===== config.mk =====
export PLATFORM = sky130hd
export DESIGN_NAME = ball_scheduler
export DESIGN_NICKNAME = d
export VERILOG_FILES = /design/src/rtl/ball_scheduler.sv
export SDC_FILE = /design/constraint.sdc
export NUM_CORES = 1
export LEC_CHECK = 0
export ABC_AREA = 0
export BUFFER_PORTS_ARGS = -buffer_cell sky130_fd_sc_hd__buf_2
export CAP_MARGIN = 20
export CELL_PAD_IN_SITES_DETAIL_PLACEMENT = 1
export CELL_PAD_IN_SITES_GLOBAL_PLACEMENT = 1
export CORE_UTILIZATION = 35
export CTS_BUF_LIST = sky130_fd_sc_hd__clkbuf_8
export CTS_CLUSTER_DIAMETER = 200
export CTS_CLUSTER_SIZE = 14
export DETAILED_ROUTE_END_ITERATION = 10
export PLACE_DENSITY = 0.63
export SYNTH_ARGS = -nofsm -noshare
export SYNTH_HDL_FRONTEND = slang
export SYNTH_SLANG_ARGS = --single-unit
export TNS_END_PERCENT = 50

===== constraint.sdc =====
create_clock -name clock -period 5 [get_ports clock]
set_input_delay 0.25 -clock clock [delete_from_list [all_inputs] [get_ports clock]]
set_output_delay 0.25 -clock clock [all_outputs]
set_load 0.01 [all_outputs]

===== src/rtl/ball_scheduler.sv =====
// Eight-slot ball table for the shooter game: allocates shots from the gun,
// moves active balls once per frame and retires them on hits or when they leave the field.
module ball_scheduler #(
  parameter int STEP     = 2,
  parameter int COOLDOWN = 3
) (
  input  logic        clock,
  input  logic        resetn,
  input  logic        play_en,
  input  logic        frame_tick,
  input  logic        fire_req,
  input  logic [1:0]  gun_dir,
  input  logic [7:0]  hit_clear,
  output logic [63:0] ball_x_vector,
  output logic [55:0] ball_y_vector,
  output logic [7:0]  ball_active,
  output logic        fire_ack,
  output logic        fire_drop
);

  localparam int            CW      = (COOLDOWN > 1) ? $clog2(COOLDOWN + 1) : 1;
  localparam logic [CW-1:0] CD_LOAD = CW'(COOLDOWN);
  localparam logic [8:0]    STEP_X  = 9'(STEP);
  localparam logic [7:0]    STEP_Y  = 8'(STEP);

  function automatic logic [14:0] spawn_pos(input logic [1:0] d);
    logic [14:0] p;
    case (d)
      2'b00:   p = {8'd86, 7'd60};
      2'b01:   p = {8'd80, 7'd54};
      2'b10:   p = {8'd74, 7'd60};
      2'b11:   p = {8'd80, 7'd66};
      default: p = 15'd0;
    endcase
    return p;
  endfunction

  // Widened coordinates so a step past either edge cannot wrap back into the field.
  function automatic logic in_field(input logic [8:0] x, input logic [7:0] y);
    return (x >= 9'd10) && (x <= 9'd150) && (y >= 8'd10) && (y <= 8'd110);
  endfunction

  logic [7:0]    act_r;
  logic [7:0]    x_r   [8];
  logic [6:0]    y_r   [8];
  logic [1:0]    dir_r [8];
  logic [CW-1:0] cd_r;
  logic          ack_r;
  logic          drop_r;

  logic [7:0]    act_s;
  logic [7:0]    x_s   [8];
  logic [6:0]    y_s   [8];
  logic [1:0]    dir_s [8];
  logic [CW-1:0] cd_s;
  logic [8:0]    mx_s  [8];
  logic [7:0]    my_s  [8];
  logic [2:0]    free_slot_s;
  logic          any_free_s;
  logic          accept_s;
  logic          drop_s;
  logic [14:0]   spawn_s;

  // Candidate position of every slot after one step along its direction.
  always_comb begin
    for (int i = 0; i < 8; i++) begin
      mx_s[i] = {1'b0, x_r[i]};
      my_s[i] = {1'b0, y_r[i]};
      case (dir_r[i])
        2'b00:   mx_s[i] = {1'b0, x_r[i]} + STEP_X;
        2'b01:   my_s[i] = {1'b0, y_r[i]} - STEP_Y;
        2'b10:   mx_s[i] = {1'b0, x_r[i]} - STEP_X;
        2'b11:   my_s[i] = {1'b0, y_r[i]} + STEP_Y;
        default: mx_s[i] = {1'b0, x_r[i]};
      endcase
    end
  end

  // Shot arbitration against the occupancy held at the start of the cycle.
  always_comb begin
    free_slot_s = 3'd0;
    any_free_s  = 1'b0;
    for (int i = 7; i >= 0; i--) begin
      if (!act_r[i]) begin
        free_slot_s = 3'(i);
        any_free_s  = 1'b1;
      end else begin
        any_free_s  = any_free_s;
      end
    end
    accept_s = play_en && fire_req && (cd_r == '0) && any_free_s;
    drop_s   = play_en && fire_req && !accept_s;
    spawn_s  = spawn_pos(gun_dir);
  end

  // Next slot table and cooldown: hit retire beats movement, new shot lands unmoved.
  always_comb begin
    act_s = act_r;
    x_s   = x_r;
    y_s   = y_r;
    dir_s = dir_r;
    cd_s  = cd_r;
    if (!play_en) begin
      act_s = 8'h00;
      cd_s  = '0;
      for (int i = 0; i < 8; i++) begin
        x_s[i] = 8'd0;
        y_s[i] = 7'd0;
      end
    end else begin
      for (int i = 0; i < 8; i++) begin
        if (hit_clear[i]) begin
          act_s[i] = 1'b0;
          x_s[i]   = 8'd0;
          y_s[i]   = 7'd0;
        end else if (act_r[i] && frame_tick) begin
          if (in_field(mx_s[i], my_s[i])) begin
            x_s[i] = mx_s[i][7:0];
            y_s[i] = my_s[i][6:0];
          end else begin
            act_s[i] = 1'b0;
            x_s[i]   = 8'd0;
            y_s[i]   = 7'd0;
          end
        end else begin
          act_s[i] = act_r[i];
        end
      end
      if (accept_s) begin
        act_s[free_slot_s] = 1'b1;
        x_s[free_slot_s]   = spawn_s[14:7];
        y_s[free_slot_s]   = spawn_s[6:0];
        dir_s[free_slot_s] = gun_dir;
        cd_s               = CD_LOAD;
      end else if (frame_tick && (cd_r != '0)) begin
        cd_s = cd_r - CW'(1);
      end else begin
        cd_s = cd_r;
      end
    end
  end

  // State and handshake registers.
  always_ff @(posedge clock or negedge resetn) begin
    if (!resetn) begin
      act_r  <= 8'h00;
      cd_r   <= '0;
      ack_r  <= 1'b0;
      drop_r <= 1'b0;
      for (int i = 0; i < 8; i++) begin
        x_r[i]   <= 8'd0;
        y_r[i]   <= 7'd0;
        dir_r[i] <= 2'b00;
      end
    end else begin
      act_r  <= act_s;
      x_r    <= x_s;
      y_r    <= y_s;
      dir_r  <= dir_s;
      cd_r   <= cd_s;
      ack_r  <= accept_s;
      drop_r <= drop_s;
    end
  end

  assign ball_active = act_r;
  assign fire_ack    = ack_r;
  assign fire_drop   = drop_r;

  for (genvar g = 0; g < 8; g++) begin : g_pack
    assign ball_x_vector[63-8*g -: 8] = x_r[g];
    assign ball_y_vector[55-7*g -: 7] = y_r[g];
  end

endmodule


==> results_dict.tcl, run 1 <==
set metrics [dict create \
    vias_per_cell 5.91 \
    synthCells 1617 \
    drt_iter0_drc 644 \
    cts.sinks 148 \
    async_flop_share_pct 100 \
    n_antenna_cell 0 \
    netlist_top_cells_area "dfrtp_1 29%, ha_1 4.8%, nand2_1 4.7%, nor2_1 4.5%, xnor2_1 4.0%" \
    ant_nets 0 \
    clk_latency_ns 0.49 \
    required_ns 5.33 \
    multi_input_area_um2 8430 \
    worst-r2r-setup-slack_ns 1.01 \
    postCtsHoldBufs 3 \
    boundaryPins 145 \
    final-setup-viol-count 0 \
    die_area_um2 37400 \
    clk_path_buf_depth 2 \
    post_cts_buffers 0 \
    period_share_pct 79.8 \
    grt_usage_pct 23.7 \
    cts_resized 0 \
    path_class "reg -> reg" \
    place_hpwl_mm 32.3 \
    status "complete, but fails checks" \
    r2r-start "dir_r[4]" \
    hold_path_class "in -> reg" \
    worstSetupStartpointType "flop" \
    io_buffers 144 \
    cp.arrival_ns 4.32 \
    rsz0062_at_grt "false" \
    clk_pin_slew_ns 0.09 \
    setup_ws_ns 1.01 \
    drcViolationCount 3 \
    place_congestion 0.821 \
    syn2layout_area_growth_pct 11.1 \
    first_global_vias 12900 \
    synthFlopType "dfrtp_1" \
    rows 69 \
    grt_start_max_net_pins 59 \
    p_leak_uw 0.00621 \
    numCtsBuffers 17 \
    final_cell_mix "159 x nand2_1, 152 x nor2_1, 148 x dfrtp_1" \
    postPlaceCellArea_um2 13800 \
    routed_wl_mm 44.4 \
    fin_worst_skew_ns 0.0348 \
    dp_slack_ns 1.04 \
    wl_per_cell_um 20.5 \
    grt_pass1_wl_mm 72.0 \
    min-delay-start "fire_req" \
    synthesis.nets 1689 \
    maxCapViolCount 0 \
    tightest_slew_ns 0.824 \
    tns_ns 0 \
    nets 1764 \
    max_slew_margin_pct 44.9 \
    die_x_um 193 \
    antenna_found_initial 0 \
    drv_slew 0 \
    cts_root_buf "clkbuf_8" \
    ir_drop_mv 0.160 \
    yosysSeqAreaShare_pct 28.9 \
    layout_min_cycle_time_ns 3.99 \
    final.fill_count 4337 \
    synthDistinctLibCells 89 \
    violations "DRC" \
    drtPass1Iterations 10 \
    synth_edf_count 0 \
    crit_fanout 21 \
    setup.worst_path.start "dir_r[4]" \
    synth-seq-cells 148 \
    synth_top_area_share_pct 28.9 \
    final_layout_size_suffix_gt1_share_pct 13.8 \
    num_vias 12800 \
    h-tree-depth 4 \
    fmax_mhz 251 \
    power_density_nw_per_um2 247 \
    final_cell_area_um2 14200 \
    endpoint_kind "flop" \
    grt_remaining_overflow 0 \
    core_area_um2 35800 \
    synth_area_per_cell_um2 7.92 \
    synth_area_um2 12800 \
    cts_tree "done" \
    start_util_pct 35.7 \
    final_common_cell "nand2_1" \
    die_h_um 193 \
    hold_viol_final 0 \
    synth.largest_area_cell "dfrtp_1" \
    seq_area_um2 3700 \
    yosysWarnings 0 \
]
==> cell families after synthesis <==
| family | count (synthesis) | synth area share [%] |
|---|---|---|
| adders and majority gates | 57 | 6.04 |
| DFF | 148 | 28.9 |
| buffers and inverters | 169 | 5.24 |
| muxes | 34 | 2.75 |
| and+or+nand+nor | 670 | 27.5 |
| AOI/OAI and AO/OA | 456 | 23.9 |
| xor gates and xnor gates | 83 | 5.68 |
==> area by class of cell <==
type	count	share of cell area, %
Clock buffer	17	1.64
Tap cell	461	4.05
Clock inverter	15	1.27
Sequential cell	148	26.0
Inverter	64	1.69
Timing Repair Buffer	161	6.06
Multi-Input combinational cell	1300	59.3
==> state kept, by name (all words and copies together) (netlist names) <==
name           cells
ball_x_vector     64
ball_y_vector     56
dir_r             16
ball_active        8
cd_r               2
fire_ack           1
fire_drop          1
==> critical path: stages (launching register included) <==
cell and delay [ns]:
dfrtp_1 0.74, nand2b_1 0.28, xnor2_1 0.09, ha_1 0.24, or3b_2 0.46, a21oi_1 0.18
xnor2_1 0.20, a211oi_1 0.09, or4b_2 0.63, mux2_2 0.29, a21o_1 0.24, nand2_1 0.28
o22ai_1 0.13
==> routing by layer <==
| metal | up-vias | part of all wire, % | GRT usage (%) |
|---|---|---|---|
| met1 | 6483 | 48 | 32.3 |
| met5 | - | 0 | 0 |
| li1 | 6080 | - | - |
| met2 | 212 | 47 | 40.0 |
| met3 | 35 | 3.3 | 3.09 |
| met4 | 0 | 1.3 | 5.33 |
==> synth_stat cells, types with 7 or more instances <==
| master | count |
|---|---|
| or2_2 | 8 |
| nor2_1 | 152 |
| buf_1 | 8 |
| nand3b_1 | 10 |
| fa_1 | 8 |
| and2_1 | 14 |
| o21ai_0 | 88 |
| nor3_1 | 52 |
| a211oi_1 | 19 |
| o22ai_1 | 49 |
| nor2b_1 | 30 |
| o21bai_1 | 7 |
| nand2b_1 | 32 |
| nand4b_1 | 14 |
| mux2i_1 | 25 |
| nor4_1 | 15 |
| a31oi_1 | 25 |
| nand4_1 | 17 |
| o211ai_1 | 14 |
| or3_1 | 20 |
| o21a_1 | 21 |
| and4b_1 | 7 |
| o31a_1 | 7 |
| xor2_1 | 25 |
| nor3b_1 | 30 |
| xnor2_1 | 58 |
| a211o_1 | 10 |
| clkbuf_1 | 85 |
| a21o_1 | 16 |
| ha_1 | 49 |
| or4b_2 | 7 |
| nand3_1 | 47 |
| buf_2 | 8 |
| a21oi_1 | 101 |
| dfrtp_1 | 148 |
| inv_1 | 64 |
| nand2_1 | 159 |
| and3_1 | 18 |
| or4_1 | 7 |
| mux2_2 | 9 |
| o31ai_1 | 11 |
==> report_power, final <==
part	leakage [uW]	internal, uW	total [uW]	switching, uW
combinational	0.00395	440	1140	701
sequential	0.00204	1240	1340	101
clock	0.000214	500	1040	537
==> final timing paths <==
check	to	cells past startpoint
worst min-delay path	fire_drop	2
worst max register to register	ball_y_vector[17]	12
min in group asynchronous	ball_y_vector[14]	2
worst min register to register	ball_x_vector[24]	1
max in group asynchronous	ball_y_vector[0]	3
worst max-delay path	ball_y_vector[17]	12
==> stage by stage <==
| stage | std cells | utilization (%) | power [uW] | hold slack, ns |
|---|---|---|---|---|
| floorplan | 1617 | - | 2170 | -0.0456 |
| global placement | 2131 | 38.5 | 2470 | 0.262 |
| detailed placement | 2131 | 38.5 | 2500 | 0.267 |
| CTS | 2166 | 39.7 | 3550 | 0.0738 |
| global route | 2166 | 39.7 | 3730 | 0.0777 |
| finish | 2166 | 39.7 | 3520 | 0.102 |
Note: power is estimated with default switching activity, not from simulation.
==> inputs of run 2 (changes only) <==
--- a/config.mk
+++ b/config.mk
@@ -5,7 +5,7 @@
 export SDC_FILE = /design/constraint.sdc
 export NUM_CORES = 1
 export LEC_CHECK = 0
-export ABC_AREA = 0
+export ABC_AREA = 1
 export BUFFER_PORTS_ARGS = -buffer_cell sky130_fd_sc_hd__buf_2
 export CAP_MARGIN = 20
 export CELL_PAD_IN_SITES_DETAIL_PLACEMENT = 1
@@ -15,7 +15,7 @@
 export CTS_CLUSTER_DIAMETER = 200
 export CTS_CLUSTER_SIZE = 14
 export DETAILED_ROUTE_END_ITERATION = 10
-export PLACE_DENSITY = 0.63
+export PLACE_DENSITY = 0.69
 export SYNTH_ARGS = -nofsm -noshare
 export SYNTH_HDL_FRONTEND = slang
 export SYNTH_SLANG_ARGS = --single-unit
==> constraint.sdc (replaced) <==
create_clock -name clock -period 3.58 [get_ports clock]
set_input_delay 0.179 -clock clock [delete_from_list [all_inputs] [get_ports clock]]
set_output_delay 0.179 -clock clock [all_outputs]
set_load 0.01 [all_outputs]
==> run 2 against run 1 <==
The flow now finishes without violations. Cell area grew 6.7%. Utilization up 0.40 points. Sequential power increased by 37%. Critical path type unchanged. Register-to-register slack worse by 0.60 ns. Largest cell class unchanged. Clock power rose by 41%. First-iteration DRC count fell by 18%. Wire length is 6.4% higher. Fmax rose by 26%.
==> results_dict.tcl, run 2 <==
set metrics [dict create \
    hold_path_class "in -> reg" \
    synth_top_area_share_pct 27.4 \
    critical_path.top_delay_family "simple AND/OR/NAND/NOR gates" \
    io_buffers 144 \
    status "finished clean" \
    drcViolationCount 0 \
    hold_depth 3 \
    p_leak_uw 0.00812 \
    numCtsBuffers 17 \
    synth_area_per_cell_um2 6.24 \
    place_congestion 0.877 \
    wl_per_cell_um 16.8 \
    boundaryPins 145 \
    fmax_mhz 315 \
    ir_drop_mv 0.182 \
    cp.depth 20 \
    synthDistinctLibCells 50 \
    start_util_pct 35.7 \
    h-tree-depth 4 \
    core_area_um2 37800 \
    largest_reg_flops 64 \
    synth-seq-cells 148 \
    vias_per_cell 5.17 \
    clk_pin_slew_ns 0.10 \
    syn2layout_area_growth_pct 12.5 \
    cts.sinks 148 \
    crit_chain "buf_4 > nor2_4 > nand2_1 > nand2_1 > inv_1 > ha_1 > inv_1 > nand2_1 > nand2_1 > nor2_1 > nand2_1 > nand2_1 > xnor2_1 > o21ai_1 > nor2_1 > nand2_1 > nand3_1 > nand2_1 > nand2_1 > nor3_1" \
    period_share_pct 88.6 \
    fin_worst_skew_ns 0.0190 \
    cp.arrival_ns 3.56 \
    layout_min_cycle_time_ns 3.17 \
    synthesis.nets 2235 \
    die_x_um 198 \
    routed_wl_mm 47.3 \
    grt_remaining_overflow 0 \
    synth_area_um2 13500 \
    final_common_cell "nand2_1" \
    synthCells 2163 \
    worstSetupStartpointType "flop" \
    hold_viol_final 0 \
    required_ns 3.97 \
    crit_path_top_delay_cell "dfrtp_1" \
    yosysWarnings 0 \
    synth.largest_area_cell "dfrtp_1" \
    power_uw 5180 \
    path_class "reg -> reg" \
    max_slew_margin_pct 53.3 \
    tightest_slew_ns 0.700 \
    die_area_um2 39300 \
    critPathBufInv 3 \
    die_h_um 198 \
    synth_edf_count 0 \
    first_global_vias 15000 \
    antenna_found_initial 2 \
    cts_tree "done" \
    cts_root_buf "clkbuf_8" \
    cpPeakStageDelay_ns 0.48 \
    ff2ff_path_depth 20 \
    clk_path_buf_depth 2 \
    grt_start_max_net_pins 64 \
    synth_commonest_cells "660 x nand2_1, 295 x inv_1, 200 x nor2_1" \
    yosysSeqAreaShare_pct 27.4 \
    synth.most_common_cell "nand2_1" \
    crit_fanout 12 \
    final_cell_mix "660 x nand2_1, 294 x inv_1, 200 x nor2_1" \
    nets 2365 \
    netlist_top_cells_area "dfrtp_1 27%, nand2_1 18%, inv_1 8.2%, nand3_1 7.2%, nor2_1 5.6%" \
    final-setup-viol-count 0 \
    grt_usage_pct 24.6 \
    maxCapViolCount 0 \
    drtPass1Iterations 5 \
    final_layout_size_suffix_gt1_share_pct 11.9 \
    async_flop_share_pct 100 \
    worst_path_most_repeated_cell "nand2_1" \
    tns_ns 0 \
    num_vias 14600 \
    cts_resized 0 \
    clk_latency_ns 0.49 \
    ant_nets 0 \
    drv_slew 0 \
    synthFlopType "dfrtp_1" \
    rsz0062_at_grt "false" \
    rows 71 \
    place_hpwl_mm 36.7 \
    drt_iter0_drc 531 \
    grt_pass1_wl_mm 77.5 \
    endpoint_kind "flop" \
    power_density_nw_per_um2 341 \
    worst-r2r-setup-slack_ns 0.41 \
]
-- run 2: layer usage --
| layer | part of all wire, % | vias up | GRT usage [%] |
|---|---|---|---|
| li1 | - | 7242 | - |
| met1 | 46 | 7098 | 31.9 |
| met2 | 49 | 195 | 43.1 |
| met3 | 3.3 | 46 | 3.08 |
| met4 | 1.7 | 2 | 6.17 |
| met5 | 0.021 | - | 0 |
-- run 2: through the flow --
step                      std cells  cell area (um2)  utilization [%]  setup slack [ns]  hold slack [ns]
after detailed placement       2782            14700             38.9             0.430            0.210
after floorplan                2163            13500                -             0.798           -0.117
final                          2818            15200             40.1             0.408           0.0359
after global placement         2781            14700             38.9             0.535            0.209
after CTS                      2817            15200             40.1             0.389           0.0107
after global routing           2817            15200             40.1            0.0876           0.0386
-- run 2: worst register-to-register path, cell delays in order, from the launching register on --
cell and delay, ns:
dfrtp_1 0.48, buf_4 0.23, nor2_4 0.19, nand2_1 0.09, nand2_1 0.10, inv_1 0.05
ha_1 0.17, inv_1 0.05, nand2_1 0.07, nand2_1 0.12, nor2_1 0.06, nand2_1 0.06
nand2_1 0.06, xnor2_1 0.12, o21ai_1 0.25, nor2_1 0.09, nand2_1 0.07, nand3_1 0.07
nand2_1 0.34, nand2_1 0.21, nor3_1 0.19
-- run 2: final cells by class --
cell class	instances	area [um2]
clock buffer	17	234
sequential	148	3700
antenna	1	2.50
multi-input combinational	1647	8330
inverter	311	1180
fill	5185	22700
clock inverter	15	180
tap	511	639
timing repair buffer	168	918
-- run 2: cell families after synthesis --
logic type	synth area share [%]
AND/OR/NAND/NOR	37.6
buffers and inverters	10.8
AO/OA/AOI/OAI	14.7
flip-flops	27.4
adder cells (fa/ha/maj)	5.73
XOR/XNOR	3.62
multiplexers	0.0742
-- run 2: power by group --
| group | switching, uW | internal, uW | leakage (uW) |
|---|---|---|---|
| Clock | 815 | 654 | 0.000214 |
| Sequential | 101 | 1730 | 0.00201 |
| Combinational | 1280 | 592 | 0.00590 |
-- run 2: timing repair --
action	in CTS	in global routing
endpoints found under the hold margin	61	0
hold buffers	3	0
endpoints found under the setup margin	0	0
buffers inserted	0	0
-- run 2: path summary, 6_finish.rpt --
path,from,to
max,dir_r[12],ball_x_vector[53]
max in group asynchronous,resetn,dir_r[11]
min,play_en,fire_ack
min in group asynchronous,resetn,ball_x_vector[61]
max reg2reg,dir_r[12],ball_x_vector[53]
min reg2reg,ball_y_vector[14],ball_y_vector[14]
